File: src/rtl/serial_boot_loader_if.sv
// Byte-fetch and memory-write handshake between the boot loader, the UART receiver and memory.
// The loader side is the master; the receiver/memory side is the slave.
interface serial_boot_loader_if #(
  parameter int unsigned ABITS = 9
);
  logic             rx_start;
  logic             rx_wait;
  logic [7:0]       rx_data;
  logic             mem_wr;
  logic             mem_wait;
  logic [ABITS-1:0] mem_addr;
  logic [15:0]      mem_wdata;

  modport master (
    output rx_start, mem_wr, mem_addr, mem_wdata,
    input  rx_wait, rx_data, mem_wait
  );

  modport slave (
    input  rx_start, mem_wr, mem_addr, mem_wdata,
    output rx_wait, rx_data, mem_wait
  );
endinterface

File: src/rtl/serial_boot_loader.sv
// Serial boot loader: parses MAGIC/CNT/data/CKSUM frames from the UART, writes 16-bit words
// from address 0 and releases the CPU only after the checksum verifies.
module serial_boot_loader #(
  parameter int unsigned ABITS = 9,
  parameter logic [7:0]  MAGIC = 8'hED
) (
  input  logic                  clk_i,
  input  logic                  rst_i,
  serial_boot_loader_if.master  bus,
  output logic                  cpu_hold_o,
  output logic                  done_o,
  output logic                  err_o
);

  localparam logic [16:0]      MaxWords = 17'(1 << ABITS);
  localparam logic [ABITS:0]   RemOne   = 1;
  localparam logic [ABITS-1:0] AddrOne  = 1;

  typedef enum logic [2:0] {StRxReq, StRxWait, StWrite, StDone, StErr} state_e;
  typedef enum logic [2:0] {PhHunt, PhCntH, PhCntL, PhDatH, PhDatL, PhCksum} phase_e;

  state_e           state_q, state_d;
  phase_e           phase_q, phase_d;
  logic             rx_start_q, rx_start_d;
  logic             mem_wr_q, mem_wr_d;
  logic [ABITS-1:0] mem_addr_q, mem_addr_d;
  logic [15:0]      mem_wdata_q, mem_wdata_d;
  logic [7:0]       hi_q, hi_d;
  logic [7:0]       cnt_hi_q, cnt_hi_d;
  logic [ABITS:0]   remain_q, remain_d;
  logic [7:0]       sum_q, sum_d;
  logic             cpu_hold_q, cpu_hold_d;
  logic             done_q, done_d;
  logic             err_q, err_d;
  logic [16:0]      cnt_w;

  assign cnt_w = {1'b0, cnt_hi_q, bus.rx_data};

  always_ff @(posedge clk_i) begin
    if (rst_i) begin
      state_q     <= StRxReq;
      phase_q     <= PhHunt;
      rx_start_q  <= 1'b0;
      mem_wr_q    <= 1'b0;
      mem_addr_q  <= '0;
      mem_wdata_q <= '0;
      hi_q        <= '0;
      cnt_hi_q    <= '0;
      remain_q    <= '0;
      sum_q       <= '0;
      cpu_hold_q  <= 1'b1;
      done_q      <= 1'b0;
      err_q       <= 1'b0;
    end else begin
      state_q     <= state_d;
      phase_q     <= phase_d;
      rx_start_q  <= rx_start_d;
      mem_wr_q    <= mem_wr_d;
      mem_addr_q  <= mem_addr_d;
      mem_wdata_q <= mem_wdata_d;
      hi_q        <= hi_d;
      cnt_hi_q    <= cnt_hi_d;
      remain_q    <= remain_d;
      sum_q       <= sum_d;
      cpu_hold_q  <= cpu_hold_d;
      done_q      <= done_d;
      err_q       <= err_d;
    end
  end

  always_comb begin
    state_d     = state_q;
    phase_d     = phase_q;
    rx_start_d  = 1'b0;
    mem_wr_d    = mem_wr_q;
    mem_addr_d  = mem_addr_q;
    mem_wdata_d = mem_wdata_q;
    hi_d        = hi_q;
    cnt_hi_d    = cnt_hi_q;
    remain_d    = remain_q;
    sum_d       = sum_q;
    cpu_hold_d  = cpu_hold_q;
    done_d      = done_q;
    err_d       = err_q;

    unique case (state_q)
      StRxReq: begin
        rx_start_d = 1'b1;
        state_d    = StRxWait;
      end
      StRxWait: begin
        // rx_start_q is high only in the first wait cycle, when rx_wait is not yet meaningful
        if (!rx_start_q && !bus.rx_wait) begin
          state_d = StRxReq;
          unique case (phase_q)
            PhHunt: begin
              if (bus.rx_data == MAGIC) begin
                err_d      = 1'b0;
                sum_d      = '0;
                mem_addr_d = '0;
                phase_d    = PhCntH;
              end
            end
            PhCntH: begin
              cnt_hi_d = bus.rx_data;
              phase_d  = PhCntL;
            end
            PhCntL: begin
              if (cnt_w > MaxWords) begin
                state_d = StErr;
              end else if (cnt_w == '0) begin
                phase_d = PhCksum;
              end else begin
                remain_d = cnt_w[ABITS:0];
                phase_d  = PhDatH;
              end
            end
            PhDatH: begin
              hi_d    = bus.rx_data;
              sum_d   = sum_q + bus.rx_data;
              phase_d = PhDatL;
            end
            PhDatL: begin
              mem_wdata_d = {hi_q, bus.rx_data};
              sum_d       = sum_q + bus.rx_data;
              mem_wr_d    = 1'b1;
              state_d     = StWrite;
            end
            PhCksum: begin
              if (bus.rx_data == sum_q) begin
                state_d    = StDone;
                done_d     = 1'b1;
                cpu_hold_d = 1'b0;
              end else begin
                state_d = StErr;
              end
            end
            default: phase_d = PhHunt;
          endcase
        end
      end
      StWrite: begin
        if (!bus.mem_wait) begin
          mem_wr_d = 1'b0;
          remain_d = remain_q - RemOne;
          state_d  = StRxReq;
          // The last word leaves the address in place so a full image never wraps it
          if (remain_q == RemOne) begin
            phase_d = PhCksum;
          end else begin
            mem_addr_d = mem_addr_q + AddrOne;
            phase_d    = PhDatH;
          end
        end
      end
      StDone: ;
      StErr: begin
        err_d      = 1'b1;
        mem_addr_d = '0;
        phase_d    = PhHunt;
        state_d    = StRxReq;
      end
      default: state_d = StRxReq;
    endcase
  end

  assign bus.rx_start  = rx_start_q;
  assign bus.mem_wr    = mem_wr_q;
  assign bus.mem_addr  = mem_addr_q;
  assign bus.mem_wdata = mem_wdata_q;
  assign cpu_hold_o    = cpu_hold_q;
  assign done_o        = done_q;
  assign err_o         = err_q;

endmodule

File: src/flat_wrapper.sv
// flat-port wrapper written by rule: the top's interface ports become plain ports
module serial_boot_loader_flat 
#(
  parameter int unsigned ABITS = 9,
  parameter logic [7:0]  MAGIC = 8'hED
)
  (clk_i, rst_i, cpu_hold_o, done_o, err_o, bus_rx_start, bus_mem_wr, bus_mem_addr, bus_mem_wdata, bus_rx_wait, bus_rx_data, bus_mem_wait);
  serial_boot_loader_if #(.ABITS(ABITS)) bus_i ();
  input  logic clk_i;
  input  logic rst_i;
  output logic cpu_hold_o;
  output logic done_o;
  output logic err_o;
  output wire logic [$bits(bus_i.rx_start)-1:0] bus_rx_start;
  output wire logic [$bits(bus_i.mem_wr)-1:0] bus_mem_wr;
  output wire logic [$bits(bus_i.mem_addr)-1:0] bus_mem_addr;
  output wire logic [$bits(bus_i.mem_wdata)-1:0] bus_mem_wdata;
  input wire logic [$bits(bus_i.rx_wait)-1:0] bus_rx_wait;
  input wire logic [$bits(bus_i.rx_data)-1:0] bus_rx_data;
  input wire logic [$bits(bus_i.mem_wait)-1:0] bus_mem_wait;
  assign bus_rx_start = bus_i.rx_start;
  assign bus_mem_wr = bus_i.mem_wr;
  assign bus_mem_addr = bus_i.mem_addr;
  assign bus_mem_wdata = bus_i.mem_wdata;
  assign bus_i.rx_wait = bus_rx_wait;
  assign bus_i.rx_data = bus_rx_data;
  assign bus_i.mem_wait = bus_mem_wait;
  serial_boot_loader #(.ABITS(ABITS), .MAGIC(MAGIC)) u_core (.clk_i(clk_i), .rst_i(rst_i), .bus(bus_i), .cpu_hold_o(cpu_hold_o), .done_o(done_o), .err_o(err_o));
endmodule
File: config.mk
export PLATFORM = sky130hd
export DESIGN_NAME = serial_boot_loader_flat
export DESIGN_NICKNAME = d
export VERILOG_FILES = /design/src/rtl/serial_boot_loader_if.sv /design/src/rtl/serial_boot_loader.sv /design/src/flat_wrapper.sv
export SDC_FILE = /design/constraint.sdc
export NUM_CORES = 1
export LEC_CHECK = 0
export CORE_MARGIN = 2
export CORE_UTILIZATION = 50
export CTS_CLUSTER_SIZE = 30
export DETAILED_ROUTE_END_ITERATION = 8
export MAX_ROUTING_LAYER = met4
export PLACE_DENSITY_LB_ADDON = 0.15
export SLEW_MARGIN = 5
export SYNTH_ARGS = -nofsm -noshare
export SYNTH_HDL_FRONTEND = slang
export SYNTH_SLANG_ARGS = --single-unit
File: constraint.sdc
create_clock -name clk_i -period 2.8 [get_ports clk_i]
set_clock_uncertainty 0.15 [all_clocks]
set_input_delay 0.42 -clock clk_i [delete_from_list [all_inputs] [get_ports clk_i]]
set_output_delay 0.42 -clock clk_i [all_outputs]
set_load 0.02 [all_outputs]
==> results.cfg, run 1 <==
[global_routing]
grt_overflow_total = 0
antenna_found_initial = 0
grt_max_degree = 29
grt_pass1_wl_mm = 15.1
grt_pass1_vias = 3061
grtUsageTotal_pct = 25.4

[worst_hold_path]
hold_class = register to register
hold_end = u_core.bus.mem_wdata[9]
holdPathStages = 2
min_from = u_core.hi_q[1]

[power_and_ir_drop]
p_seq_share_pct = 51.3
power_frac_clock_pct = 38.9
switching_share_pct = 27.6
power_density_mw_per_mm2 = 442
pwr-share-comb_pct = 9.8
power.total_uw = 1990
switchingPower_uw = 548
ir_drop_mv = 0.432
cellLeakagePower_uw = 0.00178
internal_power_uw = 1440

[detailed_routing]
wl_mm = 9.40
drcViolationCount = 0
drtPass1Iterations = 4
avgRoutedWirePerCell_um = 15.3
vias_per_cell = 5.59
vias = 3433
drt_iter0_markers = 207
antenna_left = 0

[worst_setup_path]
required_ns = 2.88
cpMostUsedCell = nor2_1
crit_slowest_cell = clkdlybuf4s50_1
crit_chain = clkdlybuf4s50_1, nor4_2, a31oi_1, buf_4, a2111oi_4, nor2_1, a222oi_1, nor2_1
crit_family = compound AO/OA/AOI/OAI gates
r2r_cells = 5
crit_fanout = 4
r2r-end = u_core.bus.mem_wdata[7]
cp-start-kind = input pin
cp-end-kind = register
max_stage_delay_ns = 0.55
critical_path_class = input pin to register
regToRegStartpoint = u_core.state_q[0]
arrival_ns = 2.61
worst-path-buf-inv = 2
r2r_setup_slack_ns = 0.33

[place]
dp.cells = 598
place_ws_ns = -0.0300
io_buffers = 41
gp_congestion = 0.906
hpwlAfterDp_mm = 6.77
place_area_mm2 = 0.00432

[final_layout]
regArea_mm2 = 0.00140
area_delta_synth_final_pct = 23.8
post_route_cells_drive_above_1_share_pct = 14.6
final_cell_area_mm2 = 0.00450
fin_cells = 614
diodes = 0
nFillCells = 649
multi_input_area_mm2 = 0.00209
fin_nets = 533

[logic_synthesis]
synth-seq-cells = 70
synth.top_cell.area_share_pct = 38.6
synth_nets = 469
ys.flop_type = dfxtp_1
synth_edf_count = 0
yosysSeqAreaShare_pct = 38.6
synth_most_common_cell = dfxtp_1
yosys-top-cells-area = dfxtp_1 (39%), a21oi_1 (6.6%), nand2_1 (6.5%), nor2_1 (5.8%), mux2i_1 (5.0%)
ys_types = 61
synth-async-reset-ratio_pct = 0
yosys-top-cells-count = dfxtp_1 (70), nand2_1 (63), nor2_1 (56), a21oi_1 (48), o21ai_0 (19)
synth_top_area_cell = dfxtp_1
syn_inst = 446
syn_area_mm2 = 0.00363
yosys_warnings = 0
synth_area_per_cell_um2 = 8.15

[timing]
rsz0062_at_grt = false
clock.fmax_mhz = 396
final_hold_viol_count = 0
tightest_slew_ns = 0.626
maxSlewHeadroom_pct = 58.2
finalMaxSlewViolations = 0
layout_setup_ws_ns = 0.273
finalCritPeriodShare_pct = 90.3
setup_viol = 0
finalCriticalPeriod_ns = 2.53

[clock_network]
hold_buffers = 0
cts_max_path_buffers = 2
cts_buffers = 9
post_cts_resized = 0
clkLatencyLatePin_ns = 0.35
cts_tree = built
cts.sinks = 70
htree_levels = 3
clock-root-buffer = clkbuf_8
cts_setup_buffers = 0
clk_pin_slew_ns = 0.08

[outcome]
outcome = finished clean

[die]
start_util_pct = 50.9
pin_count = 42
die_area_mm2 = 0.00796
rows = 31
core_mm2 = 0.00714
die_h_um = 89.2
die_x_um = 89.2

[job]
drv_cap = 0
[through the flow]
step / TNS, ns / hold WS [ns] / util, %
2_1_floorplan: 0 / 0.282 / -
3_3_place_gp: -0.00680 / 0.289 / 60.5
3_5_place_dp: -0.0458 / 0.297 / 60.5
4_1_cts: 0 / 0.310 / 63.0
5_1_grt: 0 / 0.324 / 63.0
6_report: 0 / 0.308 / 63.0
[worst register-to-register path, delay by kind of cell (launching register included)]
kind | cells | cell delay (ns)
AND/OR/NAND/NOR | 4 | 1.56
flip-flops | 1 | 0.57
AO/OA/AOI/OAI | 1 | 0.07
[placed cells by master, fill, tap and decap left out, types with 6 or more instances in the layout]
master | Yosys | final
buf_4 | 1 | 36
nand2_1 | 63 | 63
o21ai_0 | 19 | 19
dfxtp_1 | 70 | 70
nand3_1 | 17 | 17
ha_1 | 10 | 10
a31oi_1 | 6 | 6
a21oi_1 | 48 | 48
clkdlybuf4s50_1 | 0 | 40
nor4_1 | 7 | 7
nor2_1 | 56 | 56
nor3_1 | 11 | 11
and3_1 | 8 | 8
mux2i_1 | 18 | 18
clkbuf_8 | 0 | 10
inv_1 | 6 | 6
[state kept, by name, summed over array words and instances (netlist names)]
signal and count:
u_core.bus.mem_wr 1, u_core.bus.rx_start 1, u_core.sum_q 8, u_core.bus.mem_wdata 16
u_core.cnt_hi_q 8, u_core.hi_q 8, u_core.remain_q 10, u_core.phase_q 3
u_core.err_o 1, u_core.cpu_hold_o 1, u_core.done_o 1, u_core.state_q 3
u_core.bus.mem_addr 9
[layer usage]
| metal | up-vias | GRT usage, % | part of all wire, % |
|---|---|---|---|
| met5 | - | - | 0 |
| li1 | 1730 | - | - |
| met3 | 8 | 4.43 | 2.9 |
| met1 | 1642 | 34.3 | 49 |
| met4 | 0 | 7.33 | 0.79 |
| met2 | 53 | 39.1 | 47 |
[cell families (layout without fill, tap and decap cells)]
logic type | count (synthesis) | in the layout | synth area share, %
flops | 70 | 70 | 38.6
compound gates | 101 | 101 | 17.9
mux | 20 | 20 | 5.58
xor+xnor | 7 | 7 | 1.69
buf+inv | 30 | 99 | 3.86
fa+ha+maj | 11 | 11 | 3.99
simple gates | 207 | 207 | 28.4
[area by class of cell]
type | count | share of cell area, %
repair buffers | 77 | 15.0
well taps | 99 | 2.75
inverters | 6 | 0.501
clock buffers | 10 | 3.06
flip-flops and latches | 70 | 31.2
clock inverters | 6 | 1.00
multi-input cells | 346 | 46.5
[worst max-delay path by stage]
stage / start / end / slack [ns] / cells past startpoint
2_1_floorplan: bus_rx_wait / u_core.remain_q[7] / 0.52 / 5
3_3_place_gp: bus_rx_data[2] / u_core.remain_q[4] / -0.007 / 8
3_5_place_dp: bus_rx_data[6] / u_core.remain_q[4] / -0.03 / 8
4_1_cts: bus_rx_data[6] / u_core.remain_q[4] / 0.33 / 8
5_1_grt: bus_rx_data[6] / u_core.remain_q[4] / 0.17 / 8
6_report: bus_rx_data[6] / u_core.remain_q[4] / 0.27 / 8
[power groups by stage]
stage          registers [µW]  clock network, µW  logic [µW]
2_1_floorplan            1040                  0         117
3_3_place_gp             1040                  0         193
3_5_place_dp             1040                  0         193
4_1_cts                  1020                784         194
5_1_grt                  1020                823         213
6_report                 1020                772         195
(Power assumes the default switching activity.)
==> run 2, diff against run 1 <==
Settings changed: ABC_AREA set to 1, CORE_UTILIZATION 50 to 45, SETUP_SLACK_MARGIN set to 0.05.
==> results.cfg, run 2 <==
[power_and_ir_drop]
ir_drop_mv = 0.299
cellLeakagePower_uw = 0.00193
pwr-share-comb_pct = 16.5
p_seq_share_pct = 44.0
power_density_mw_per_mm2 = 538
switching_share_pct = 30.2
internal_power_uw = 1690
power_frac_clock_pct = 39.5
switchingPower_uw = 733

[clock_network]
clkLatencyLatePin_ns = 0.37
cts_max_path_buffers = 2
clock-root-buffer = clkbuf_8
cts_buffers = 9
hold_buffers = 0
post_cts_resized = 0
cts_tree = built
cts_setup_buffers = 0
clk_pin_slew_ns = 0.08
cts.sinks = 70
htree_levels = 3

[logic_synthesis]
syn_area_mm2 = 0.00375
synth-seq-cells = 70
synth-xor-area-share_pct = 1.40
synth_most_common_cell = nor2_1
ys_types = 42
synth_nets = 582
yosys_warnings = 0
syn_inst = 559
synth.top_cell.area_share_pct = 37.4
synth_edf_count = 0
synth_area_per_cell_um2 = 6.71
ys.flop_type = dfxtp_1
yosys-top-cells-area = dfxtp_1 (37%), nor2_1 (12%), nand2_1 (11%), o21ai_0 (6.5%), a21oi_1 (5.6%)
synth_compound_area_share_pct = 14.3
synth_top_area_cell = dfxtp_1
yosys-top-cells-count = nor2_1 (115), nand2_1 (107), dfxtp_1 (70), inv_1 (50), o21ai_0 (49)
synthSimpleGateAreaFrac_pct = 35.4
synth.area.mux_share_pct = 0
synth_adder_area_share_pct = 3.87
synth_top_family_by_area = simple AND/OR/NAND/NOR gates
yosysSeqAreaShare_pct = 37.4
synth-async-reset-ratio_pct = 0

[global_routing]
grt_pass1_vias = 3385
antenna_found_initial = 0
grt_max_degree = 50
grt_overflow_total = 0
grtUsageTotal_pct = 22.7
grt_pass1_wl_mm = 15.6

[outcome]
outcome = finished clean

[timing]
tns_ns = 0
tightest_slew_ns = 0.443
layout_setup_ws_ns = 0.594
final_hold_viol_count = 0
finalCritPeriodShare_pct = 78.8
clock.fmax_mhz = 453
rsz0062_at_grt = false
finalMaxSlewViolations = 0
maxSlewHeadroom_pct = 70.5
finalCriticalPeriod_ns = 2.21
setup_viol = 0

[final_layout]
post_route_cells_drive_above_1_share_pct = 8.39
diodes = 0
fin_nets = 626
nFillCells = 837
area_delta_synth_final_pct = 20.1
final_cell_mix = nor2_1 (115), nand2_1 (107), dfxtp_1 (70)
layout_commonest_cell = nor2_1
largest_reg_flops = 16

[die]
rows = 33
die_x_um = 95.3
die_h_um = 95.3
start_util_pct = 46.1
die_area_mm2 = 0.00908
pin_count = 42
core_mm2 = 0.00813

[place]
io_buffers = 41
gp_congestion = 0.881
hpwlAfterDp_mm = 6.57
place_ws_ns = 0.213

[detailed_routing]
antenna_left = 0
avgRoutedWirePerCell_um = 12.8
drt_iter0_markers = 157
vias_per_cell = 5.06
drcViolationCount = 0
wl_mm = 9.14
drtPass1Iterations = 4
vias = 3609

[worst_hold_path]
hold_class = register to register
holdPathStages = 2

[worst_setup_path]
critical_path_class = input pin to register
required_ns = 2.90
r2r_cells = 8
crit_fanout = 7
cp-start-kind = input pin
arrival_ns = 2.30
cp-end-kind = register

[job]
drv_cap = 0
-- run 2: final timing paths --
kind / from / end / slack, ns
worst max register to register: u_core.state_q[1] / u_core.bus.mem_addr[7] / 0.79
worst min register to register: u_core.cpu_hold_o / u_core.cpu_hold_o / 0.31
worst max-delay path: bus_rx_data[2] / u_core.sum_q[5] / 0.59
worst min-delay path: u_core.cpu_hold_o / u_core.cpu_hold_o / 0.31
-- run 2: routing by layer --
layer | routed length, µm | track usage (%)
met5 | 0 | -
met4 | 112 | 7.85
met3 | 261 | 3.56
met2 | 4230 | 36.3
met1 | 4540 | 29.1
-- run 2: cell families after synthesis --
family,count (synthesis)
DFF,70
and+or+nand+nor,298
adders and majority gates,11
buffers and inverters,71
AOI/OAI and AO/OA,103
xor gates and xnor gates,6
-- run 2: critical path: stages --
cell and delay (ns):
clkdlybuf4s50_1 0.63, ha_1 0.49, nand3_1 0.12, nand3_1 0.14, a21oi_1 0.09, or2_2 0.27
nand3_1 0.08, a21oi_1 0.07
-- run 2: area by class of cell --
| class | count | area [µm²] | area share, % |
|---|---|---|---|
| multi-input cells | 418 | 2060 | 45.8 |
| flip-flops and latches | 70 | 1400 | 31.1 |
| repair buffers | 50 | 478 | 10.6 |
| inverters | 54 | 203 | 4.50 |
| well taps | 105 | 131 | 2.92 |
| clock buffers | 9 | 124 | 2.75 |
| clock inverters | 7 | 104 | 2.31 |
-- run 2: power by group through the flow --
stage	combinational (µW)	sequential, µW	clock (µW)
finish	400	1070	957
global route	461	1070	1010
floorplan	283	1090	0
detailed placement	398	1090	0
global placement	392	1090	0
CTS	400	1070	977
-- run 2: metrics by stage --
| stage | instance area, µm² | total power (µW) | hold WS [ns] | utilization [%] | cells |
|---|---|---|---|---|---|
| 2_1_floorplan | 3750 | 1380 | 0.293 | - | 559 |
| 3_3_place_gp | 4270 | 1480 | 0.288 | 52.5 | 697 |
| 3_5_place_dp | 4270 | 1490 | 0.294 | 52.5 | 697 |
| 4_1_cts | 4500 | 2440 | 0.314 | 55.3 | 713 |
| 5_1_grt | 4500 | 2550 | 0.341 | 55.3 | 713 |
| 6_report | 4500 | 2420 | 0.307 | 55.3 | 713 |
